## config.mk

```make
export PLATFORM = sky130hd
export DESIGN_NAME = or1200_vlx_ctrl_flat
export DESIGN_NICKNAME = d
export VERILOG_FILES = /design/src/rtl/or1200_vlx_ctrl_if.sv /design/src/rtl/or1200_vlx_ctrl.sv /design/src/flat_wrapper.sv
export SDC_FILE = /design/constraint.sdc
export NUM_CORES = 1
export LEC_CHECK = 0
export ABC_AREA = 1
export ABC_CLOCK_PERIOD_IN_PS = 1600
export BUFFER_PORTS_ARGS = -buffer_cell sky130_fd_sc_hd__buf_4
export CELL_PAD_IN_SITES_DETAIL_PLACEMENT = 1
export CELL_PAD_IN_SITES_GLOBAL_PLACEMENT = 2
export CORE_UTILIZATION = 30
export CTS_BUF_LIST = sky130_fd_sc_hd__clkbuf_8
export DETAILED_ROUTE_END_ITERATION = 10
export GPL_TIMING_DRIVEN = 0
export PLACE_DENSITY_LB_ADDON = 0.05
export SETUP_SLACK_MARGIN = 0.15
export SLEW_MARGIN = 10
export SYNTH_ARGS = -nofsm -noshare
export SYNTH_HDL_FRONTEND = slang
export SYNTH_SLANG_ARGS = --single-unit
```

## constraint.sdc

```tcl
create_clock -name clk_i -period 1.6 [get_ports clk_i]
set_input_delay 0.08 -clock clk_i [delete_from_list [all_inputs] [get_ports clk_i]]
set_output_delay 0.08 -clock clk_i [all_outputs]
set_load 0.05 [all_outputs]
```

## src/rtl/or1200_vlx_ctrl_if.sv

```systemverilog
`default_nettype none
// ============================================================================
// Module      : or1200_vlx_ctrl_if
// Description : Byte-stream and store-bus bundle for the VLX store sequencer.
//               master : sequencer side (accepts packer bytes, issues stores)
//               slave  : environment side (packer + store unit)
//   byte_valid_i / byte_i / byte_ready_o : packer byte handshake
//   st_req_o / st_addr_o / st_dat_o / st_last_o / st_ack_i : store request bus
// Revision    : 1.0 - initial release
// ============================================================================
interface or1200_vlx_ctrl_if;
    logic        byte_valid_i;
    logic [7:0]  byte_i;
    logic        byte_ready_o;
    logic        st_req_o;
    logic [31:0] st_addr_o;
    logic [7:0]  st_dat_o;
    logic        st_last_o;
    logic        st_ack_i;

    modport master (
        input  byte_valid_i, byte_i, st_ack_i,
        output byte_ready_o, st_req_o, st_addr_o, st_dat_o, st_last_o
    );

    modport slave (
        output byte_valid_i, byte_i, st_ack_i,
        input  byte_ready_o, st_req_o, st_addr_o, st_dat_o, st_last_o
    );
endinterface
`default_nettype wire

```

## src/rtl/or1200_vlx_ctrl.sv

```systemverilog
`default_nettype none
// ============================================================================
// Module      : or1200_vlx_ctrl
// Description : VLX store sequencer. Buffers packed bytes in a small FIFO,
//               issues one-byte stores at an auto-incrementing address and
//               optionally inserts a 0x00 stuffing byte after every 0xFF.
// Ports       : clk_i, rst_ni (async, active-low)
//               spr_we_i/spr_addr_i/spr_dat_i/spr_dat_o : SPR access
//                 0 = BASE, 1 = CTRL (bit0 = flush), 2 = STATUS, 3 = COUNT
//               done_o : one-cycle pulse when a flush completes
//               bus    : byte handshake + store bus (master modport)
// Options     : OR1200_VLX_CTRL_STUFF_EN - enables 0x00 stuffing after 0xFF
// Revision    : 1.0 - initial release
// ============================================================================
module or1200_vlx_ctrl #(
    parameter int FIFO_DEPTH = 4
) (
    input  wire logic         clk_i,
    input  wire logic         rst_ni,
    input  wire logic         spr_we_i,
    input  wire logic [1:0]   spr_addr_i,
    input  wire logic [31:0]  spr_dat_i,
    output logic [31:0]       spr_dat_o,
    output logic              done_o,
    or1200_vlx_ctrl_if.master bus
);

`ifdef OR1200_VLX_CTRL_STUFF_EN
    localparam logic STUFF_EN = 1'b1;
`else
    localparam logic STUFF_EN = 1'b0;
`endif

    localparam int AW = $clog2(FIFO_DEPTH);

    typedef enum logic [1:0] {
        IDLE  = 2'd0,
        SEND  = 2'd1,
        STUFF = 2'd2
    } state_t;

    state_t      state, state_nxt;

    logic [7:0]  mem [FIFO_DEPTH];
    logic [AW:0] wr_ptr, rd_ptr;   // extra MSB distinguishes full from empty
    logic        fifo_empty, fifo_full;
    logic        push, pop;

    logic [31:0] addr, count;
    logic [7:0]  out_byte;
    logic        flush_pend, done_sticky, err_sticky;

    logic        stuff_next;
    logic        ack_xfer;
    logic        is_idle;
    logic        base_we, base_ok, ctrl_flush, flush_done;
    logic        busy;

    assign fifo_empty = (wr_ptr == rd_ptr);
    assign fifo_full  = (wr_ptr[AW] != rd_ptr[AW]) &&
                        (wr_ptr[AW-1:0] == rd_ptr[AW-1:0]);
    assign push       = bus.byte_valid_i && !fifo_full;

    assign stuff_next = STUFF_EN && (out_byte == 8'hFF);
    assign ack_xfer   = bus.st_ack_i && (state != IDLE);

    // A BASE write racing a packer push is treated as not idle.
    assign is_idle    = (state == IDLE) && fifo_empty && !flush_pend;
    assign base_we    = spr_we_i && (spr_addr_i == 2'd0);
    assign base_ok    = base_we && is_idle && !push;
    assign ctrl_flush = spr_we_i && (spr_addr_i == 2'd1) && spr_dat_i[0];
    assign flush_done = (state == IDLE) && fifo_empty && flush_pend;
    assign busy       = (state != IDLE) || !fifo_empty;

    assign done_o           = flush_done;
    assign bus.byte_ready_o = !fifo_full;
    assign bus.st_addr_o    = addr;
    assign bus.st_last_o    = flush_pend && fifo_empty &&
                              ((state == STUFF) || ((state == SEND) && !stuff_next));

    always_ff @(posedge clk_i or negedge rst_ni) begin
        if (!rst_ni) state <= IDLE;
        else         state <= state_nxt;
    end

    always_comb begin
        state_nxt       = state;
        pop             = 1'b0;
        bus.st_req_o    = 1'b0;
        bus.st_dat_o    = 8'h00;
        case (state)
            IDLE: begin
                if (!fifo_empty) begin
                    pop       = 1'b1;
                    state_nxt = SEND;
                end
            end
            SEND: begin
                bus.st_req_o = 1'b1;
                bus.st_dat_o = out_byte;
                if (bus.st_ack_i) begin
                    if (stuff_next) begin
                        state_nxt = STUFF;
                    end else if (!fifo_empty) begin
                        pop       = 1'b1;
                        state_nxt = SEND;
                    end else begin
                        state_nxt = IDLE;
                    end
                end
            end
            STUFF: begin
                bus.st_req_o = 1'b1;
                if (bus.st_ack_i) begin
                    if (!fifo_empty) begin
                        pop       = 1'b1;
                        state_nxt = SEND;
                    end else begin
                        state_nxt = IDLE;
                    end
                end
            end
            default: state_nxt = IDLE;
        endcase
    end

    // FIFO storage needs no reset; the pointers define its contents.
    always_ff @(posedge clk_i) begin
        if (push) mem[wr_ptr[AW-1:0]] <= bus.byte_i;
    end

    always_ff @(posedge clk_i or negedge rst_ni) begin
        if (!rst_ni) begin
            wr_ptr      <= '0;
            rd_ptr      <= '0;
            out_byte    <= 8'h00;
            addr        <= 32'h0;
            count       <= 32'h0;
            flush_pend  <= 1'b0;
            done_sticky <= 1'b0;
            err_sticky  <= 1'b0;
        end else begin
            if (push) wr_ptr <= wr_ptr + 1'b1;
            if (pop) begin
                rd_ptr   <= rd_ptr + 1'b1;
                out_byte <= mem[rd_ptr[AW-1:0]];
            end

            if (base_ok) begin
                addr  <= spr_dat_i;
                count <= 32'h0;
            end else if (ack_xfer) begin
                addr  <= addr + 32'd1;
                count <= count + 32'd1;
            end

            if (base_ok) begin
                done_sticky <= 1'b0;
                err_sticky  <= 1'b0;
            end else if (base_we) begin
                err_sticky  <= 1'b1;
            end

            if (flush_done) begin
                flush_pend  <= 1'b0;
                done_sticky <= 1'b1;
            end
            if (ctrl_flush) flush_pend <= 1'b1;
        end
    end

    always_comb begin
        spr_dat_o = 32'h0;
        case (spr_addr_i)
            2'd0:    spr_dat_o = addr;
            2'd1:    spr_dat_o = 32'h0;
            2'd2:    spr_dat_o = {28'h0, err_sticky, done_sticky, flush_pend, busy};
            default: spr_dat_o = count;
        endcase
    end

endmodule
`default_nettype wire

```

## src/flat_wrapper.sv

```systemverilog
// flat-port wrapper written by rule: the top's interface ports become plain ports
module or1200_vlx_ctrl_flat 
#(
    parameter int FIFO_DEPTH = 4
)
  (clk_i, rst_ni, spr_we_i, spr_addr_i, spr_dat_i, spr_dat_o, done_o, bus_byte_valid_i, bus_byte_i, bus_st_ack_i, bus_byte_ready_o, bus_st_req_o, bus_st_addr_o, bus_st_dat_o, bus_st_last_o);
  or1200_vlx_ctrl_if bus_i ();
  input  wire logic clk_i;
  input  wire logic rst_ni;
  input  wire logic spr_we_i;
  input  wire logic [1:0] spr_addr_i;
  input  wire logic [31:0] spr_dat_i;
  output logic [31:0] spr_dat_o;
  output logic done_o;
  input wire logic [$bits(bus_i.byte_valid_i)-1:0] bus_byte_valid_i;
  input wire logic [$bits(bus_i.byte_i)-1:0] bus_byte_i;
  input wire logic [$bits(bus_i.st_ack_i)-1:0] bus_st_ack_i;
  output wire logic [$bits(bus_i.byte_ready_o)-1:0] bus_byte_ready_o;
  output wire logic [$bits(bus_i.st_req_o)-1:0] bus_st_req_o;
  output wire logic [$bits(bus_i.st_addr_o)-1:0] bus_st_addr_o;
  output wire logic [$bits(bus_i.st_dat_o)-1:0] bus_st_dat_o;
  output wire logic [$bits(bus_i.st_last_o)-1:0] bus_st_last_o;
  assign bus_i.byte_valid_i = bus_byte_valid_i;
  assign bus_i.byte_i = bus_byte_i;
  assign bus_i.st_ack_i = bus_st_ack_i;
  assign bus_byte_ready_o = bus_i.byte_ready_o;
  assign bus_st_req_o = bus_i.st_req_o;
  assign bus_st_addr_o = bus_i.st_addr_o;
  assign bus_st_dat_o = bus_i.st_dat_o;
  assign bus_st_last_o = bus_i.st_last_o;
  or1200_vlx_ctrl #(.FIFO_DEPTH(FIFO_DEPTH)) u_core (.clk_i(clk_i), .rst_ni(rst_ni), .spr_we_i(spr_we_i), .spr_addr_i(spr_addr_i), .spr_dat_i(spr_dat_i), .spr_dat_o(spr_dat_o), .done_o(done_o), .bus(bus_i));
endmodule
```

== Word-level counts from Yosys, hierarchy flattened ==
Memory sizes are Yosys's and may differ from the RTL's. A register that Yosys moved wholly into a read port is not among the register bits.
Index checks and enable logic that the tools add are counted.
W data, S select, Z words.
Cells by class
  add/sub/neg operators: 4
  equal/unequal tests: 9
  reductions and logical operators: 29
  muxes and demuxes: 22
Operators with widths (number)
  $mux W32: 4
  $pmux W32 S3: 1
  $add A32 B1 Y32 const B: 2
  $logic_and A1 B1 Y1: 13
  $mux W1: 12
  $reduce_bool A2 Y1: 5
  $mux W8: 1
  $add A3 B1 Y3 const B: 2
  $logic_not A1 Y1: 5
  $eq A2 B1 Y1 const B: 2
  $eq A2 B2 Y1 const B: 2
  $logic_not A2 Y1: 2
  $mux W2: 2
  $pmux W2 S2: 1
  $eq A3 B3 Y1: 1
  $eq A2 B2 Y1: 1
  $logic_or A1 B1 Y1: 2
  $ne A2 B1 Y1 const B: 1
  $ne A2 B2 Y1 const B: 1
  $pmux W1 S2: 1
  $reduce_and A2 Y1: 1
  $reduce_or A2 Y1: 1
  $ne A1 B1 Y1: 1
Storage, ports and cells
  output and inout bits: 76
  memories kept: 1
  input bits: 47
  memory bits (writable): 32
  register bits after elaboration: 75
Memories
  u_core.mem: depth 4, bits a word 8, rd ports 1, clocked after Yosys merged registers in 1, wr ports 1, line or1200_vlx_ctrl.sv:44  | logic [7:0] mem [FIFO_DEPTH];

== Depth between registers and ports, before layout ==
  word-level depth: 8
  gate-level depth with buffers: 13
  depth with buffers taken out: 11

== Worst setup path before layout ==
Ideal clock, no wire load.
  path kind: register -> output
  start: reg u_core.state[0]
  end: out bus_st_last_o
  path slack: -0.699 ns
  cell stages (with the launch flop): 3
  buffers on the path: 1
  data arrival time: 2.219 ns
  required time: 1.520 ns
  path through: dfrtp_1 > buf_2 > nor3b_1
Between the ends
  word-level cells in the longest chain between the ends: 3
  elaborated cells between the ends (all ways): 4
Ends and longest elaborated chain
  start: declaration: line or1200_vlx_ctrl.sv:42  | state_t state, state_nxt;
  start signal: assignment: line or1200_vlx_ctrl.sv:83  | else state <= state_nxt;
  $eq A2 B2 Y1 / $eq A2 B1 Y1 (equally long branches): line or1200_vlx_ctrl.sv:79  | ((state == STUFF) || ((state == SEND) && !stuff_next));
  $logic_or A1 B1 Y1 *: line or1200_vlx_ctrl.sv:79
  $logic_and A1 B1 Y1 *: line or1200_vlx_ctrl.sv:78  | assign bus.st_last_o = flush_pend && fifo_empty &&
  end: declaration: line flat_wrapper.sv:22  | output wire logic [$bits(bus_i.st_last_o)-1:0] bus_st_last_o;
Every way passes the cells marked *; elsewhere a longest branch is shown, timed or not.

== Worst setup path after layout ==
  start: reg u_core.wr_ptr[2]
  end: out spr_dat_o[0]
Between the ends
  word-level cells in the longest chain between the ends: 4
Ends and longest elaborated chain
  start: declaration: line or1200_vlx_ctrl.sv:45  | logic [AW:0] wr_ptr, rd_ptr;
  start signal: assignment: line or1200_vlx_ctrl.sv:143  | if (push) wr_ptr <= wr_ptr + 1'b1;
  $eq A3 B3 Y1: line or1200_vlx_ctrl.sv:59  | assign fifo_empty = (wr_ptr == rd_ptr);
  $logic_not A1 Y1: line or1200_vlx_ctrl.sv:73  | assign busy = (state != IDLE) || !fifo_empty;
  $logic_or A1 B1 Y1: line or1200_vlx_ctrl.sv:73
  $pmux W32 S3: line or1200_vlx_ctrl.sv:174  | case (spr_addr_i)
  end: declaration: line flat_wrapper.sv:13  | output logic [31:0] spr_dat_o;
No other way between the ends.

==> qor.yml <==
power_and_ir_drop:
  p_leak_nw: 5.35
  switchingPower_mw: 7.37
  power_density_mw_per_mm2: 1350
  swShare_pct: 46.3
  pwr-share-clk_pct: 18.4
  total_power_mw: 15.9
  vdd_drop_max_v: 0.000904
  seqPwrFrac_pct: 28.5
  pwr-share-comb_pct: 53.2
  internal_power_mw: 8.53
layout:
  regArea_sq_mm: 0.00308
  fill_cells: 2654
  finalNonFillerCells: 1570
  multi_input_comb_area_sq_mm: 0.00433
  finish.utilization_pct: 51.9
  layout-drive-gt1-share_pct: 48.1
  area_growth_pct: 68.3
  postLayoutCellArea_sq_mm: 0.0118
  nets: 1298
  insertedDiodeCount: 0
worst_setup_path:
  path_class: "reg2out"
  rr_endpoint: "u_core.bus.st_addr_o[27]"
  cp-end-kind: "output port"
  crit_chain: "inv_1 > nand2_1 > nand2_1 > nand3_4 > nor2_4 > buf_6 > o221ai_4 > buf_6"
  worst_path_largest_cell_delay_ns: 0.43
  arrival_ns: 1.89
  reg2reg_from: "u_core.wr_ptr[2]"
  start_kind: "flip-flop"
  crit_fanout: 5
  slowest_stage: "dfrtp_1"
  cp.required_ns: 1.52
  r2r_setup_slack_ns: -0.35
  ff2ff_path_depth: 12
routing:
  maxUsedRoutingLayer: "met4"
  drt_pass1_iterations: 4
  vias_per_cell: 4.97
  met1_length_mm: 14.4
  wl_per_cell_um: 20.7
  drt_first_iter_violations: 400
  drc: 0
  drt-total-wl_mm: 32.4
  wl_met3_mm: 1.14
  final_antenna_net_count: 0
  via_count: 7798
  wl_met2_mm: 16.2
timing:
  period_share_pct: 123
  whs_ns: 0.0297
  tightest_slew_ns: 0.866
  finClkSkew_ns: 0.0176
  fin_tns_setup_ns: -25.77
  rsz0062_at_grt: "yes"
  setup_viol_count_final: 104
  report.final.slew_viol_count: 0
  period_minus_slack_ns: 1.97
  fmax_ghz: 0.506
  worst_slack_ns: -0.375
  finalHoldViolCount: 0
  slew_headroom_pct: 42.3
logic_synthesis:
  netlist_instances: 943
  async_flop_share_pct: 71.9
  synth_area_leaders: "dfrtp_1 (29%), nand2_1 (14%), edfxtp_1 (14%), nor2_1 (6.7%), inv_1 (6.1%)"
  synth_edf_count: 32
  synth_cell_type_count: 43
  mappedNetlistNets: 997
  synth_largest_area_cell: "dfrtp_1"
  syn-mean-instance-area_sq_um: 7.44
  synth_common_cells: "nand2_1 (263), nor2_1 (125), inv_1 (115)"
  ys_seq_elements: 114
  ys_seq_area_share_pct: 42.9
  synth_top_area_share_pct: 29.2
  yosys.cell_count.top_type: "nand2_1"
  yosysWarnings: 0
  synth_top_flop_cell: "dfrtp_1"
  synth.cell_area_sq_mm: 0.00702
clock_tree:
  clockBufferDepth: 2
  ctsRootBufferMaster: "clkbuf_8"
  clock_latency_ns: 0.47
  tritoncts: "built"
  path_clk_slew_ns: 0.09
  cts.sinks: 114
  numCtsBuffers: 17
  htreeDepth: 4
global_routing:
  overflow: 0
  grt_pass1_wl_mm: 45.7
  antenna_found_initial: 0
  grt_usage_pct: 25.9
  grt_max_degree: 83
  grt_pass1_vias: 7538
floorplan:
  fp-row-count: 55
  boundaryPins: 123
  core_sq_mm: 0.0228
  initial_utilization_pct: 30.8
  die_h_um: 155
  fp.dieW_um: 155
  die_area_sq_mm: 0.0240
placed_design:
  place_area_sq_mm: 0.00862
  dp_hpwl_mm: 21.7
  dp_worst_setup_slack_ns: -0.435
  place_congestion: 0.822
  place_inst: 1378
  io_buffers: 122
flow_run:
  cap_violations: 0
min_path:
  min_path_type: "in2reg"
  hold_start: "spr_dat_i[23]"
  hold_depth: 5
  holdPathEnd: "u_core.bus.st_addr_o[23]"
outcome:
  violations: "setup timing"
  outcome: "finished, violations left"
==> layer usage <==
| layer | track usage, % | vias up |
|---|---|---|
| li1 | - | 3689 |
| met1 | 34.4 | 3895 |
| met2 | 43.4 | 176 |
| met3 | 4.09 | 38 |
| met4 | 7.21 | 0 |
| met5 | 0 | - |
==> cells by family after synthesis <==
family / Yosys count / synth area share, %
flops: 114 / 42.9
mux: 8 / 1.28
simple gates: 542 / 34.6
fa+ha+maj: 7 / 1.25
buf+inv: 148 / 9.05
compound gates: 107 / 8.77
xor+xnor: 17 / 2.12
==> flip-flops by register name (all words and copies together) (netlist names) <==
name	count
u_core.flush_pend	1
u_core.err_sticky	1
u_core.count	32
u_core.done_sticky	1
u_core.mem	32
u_core.state	1
u_core.rd_ptr	3
u_core.wr_ptr	3
u_core.out_byte	8
u_core.bus.st_addr_o	32
==> cell usage in the layout (no fill, tap or decap), types with 23 or more instances in the layout <==
cell type	instances
buf_4	165
buf_6	55
dfrtp_1	29
dfrtp_2	53
dlygate4sd3_1	42
edfxtp_1	32
inv_1	74
inv_2	35
nand2_1	204
nand2_2	34
nand2_4	33
nand3_1	54
nand3_2	23
nand4_1	24
nor2_1	98
nor2_2	23
o21ai_0	28
==> power groups by stage <==
stage               clock network [mW]  logic (mW)  registers [mW]
floorplan                            0        3.56            4.80
finish                            2.92        8.45            4.53
global route                      3.10        8.96            4.60
CTS                               3.00        6.82            4.51
detailed placement                   0        5.86            4.52
global placement                     0        5.78            4.50
==> critical path, delay by kind of cell, from the launching register on <==
| kind | cells | cell delay [ns] |
|---|---|---|
| DFF | 1 | 0.43 |
| AOI/OAI and AO/OA | 1 | 0.12 |
| buffers and inverters | 3 | 0.42 |
| and+or+nand+nor | 4 | 0.46 |
==> area by class of cell <==
class,instances,area share [%]
Buffer,27,2.80
Multi-Input combinational cell,681,36.7
Tap cell,313,3.31
Sequential cell,114,26.1
Inverter,121,4.41
Clock buffer,17,1.98
Timing Repair Buffer,282,23.4
Clock inverter,15,1.40
==> worst max-delay path by stage <==
stage | slack [ns] | from | endpoint | depth (start not counted)
floorplan | -0.09 | u_core.rd_ptr[1] | u_core.bus.st_addr_o[10] | 11
global placement | -0.41 | u_core.count[0] | u_core.count[26] | 11
detailed placement | -0.43 | u_core.rd_ptr[0] | u_core.bus.st_addr_o[9] | 11
CTS | -0.39 | u_core.rd_ptr[1] | spr_dat_o[0] | 9
global route | -0.46 | u_core.wr_ptr[2] | done_o | 9
finish | -0.37 | u_core.wr_ptr[2] | spr_dat_o[0] | 8
==> timing repair <==
| item | CTS | global route |
|---|---|---|
| endpoints found under the setup margin | 154 | 156 |
| hold buffers | 42 | 0 |
| gates cloned | 4 | 6 |
| endpoints found under the hold margin | 146 | 0 |
| gates resized for setup | 130 | 262 |
| pin swaps | 26 | 60 |
| buffers inserted | 34 | 74 |
Note: power is estimated with default switching activity, not from simulation.
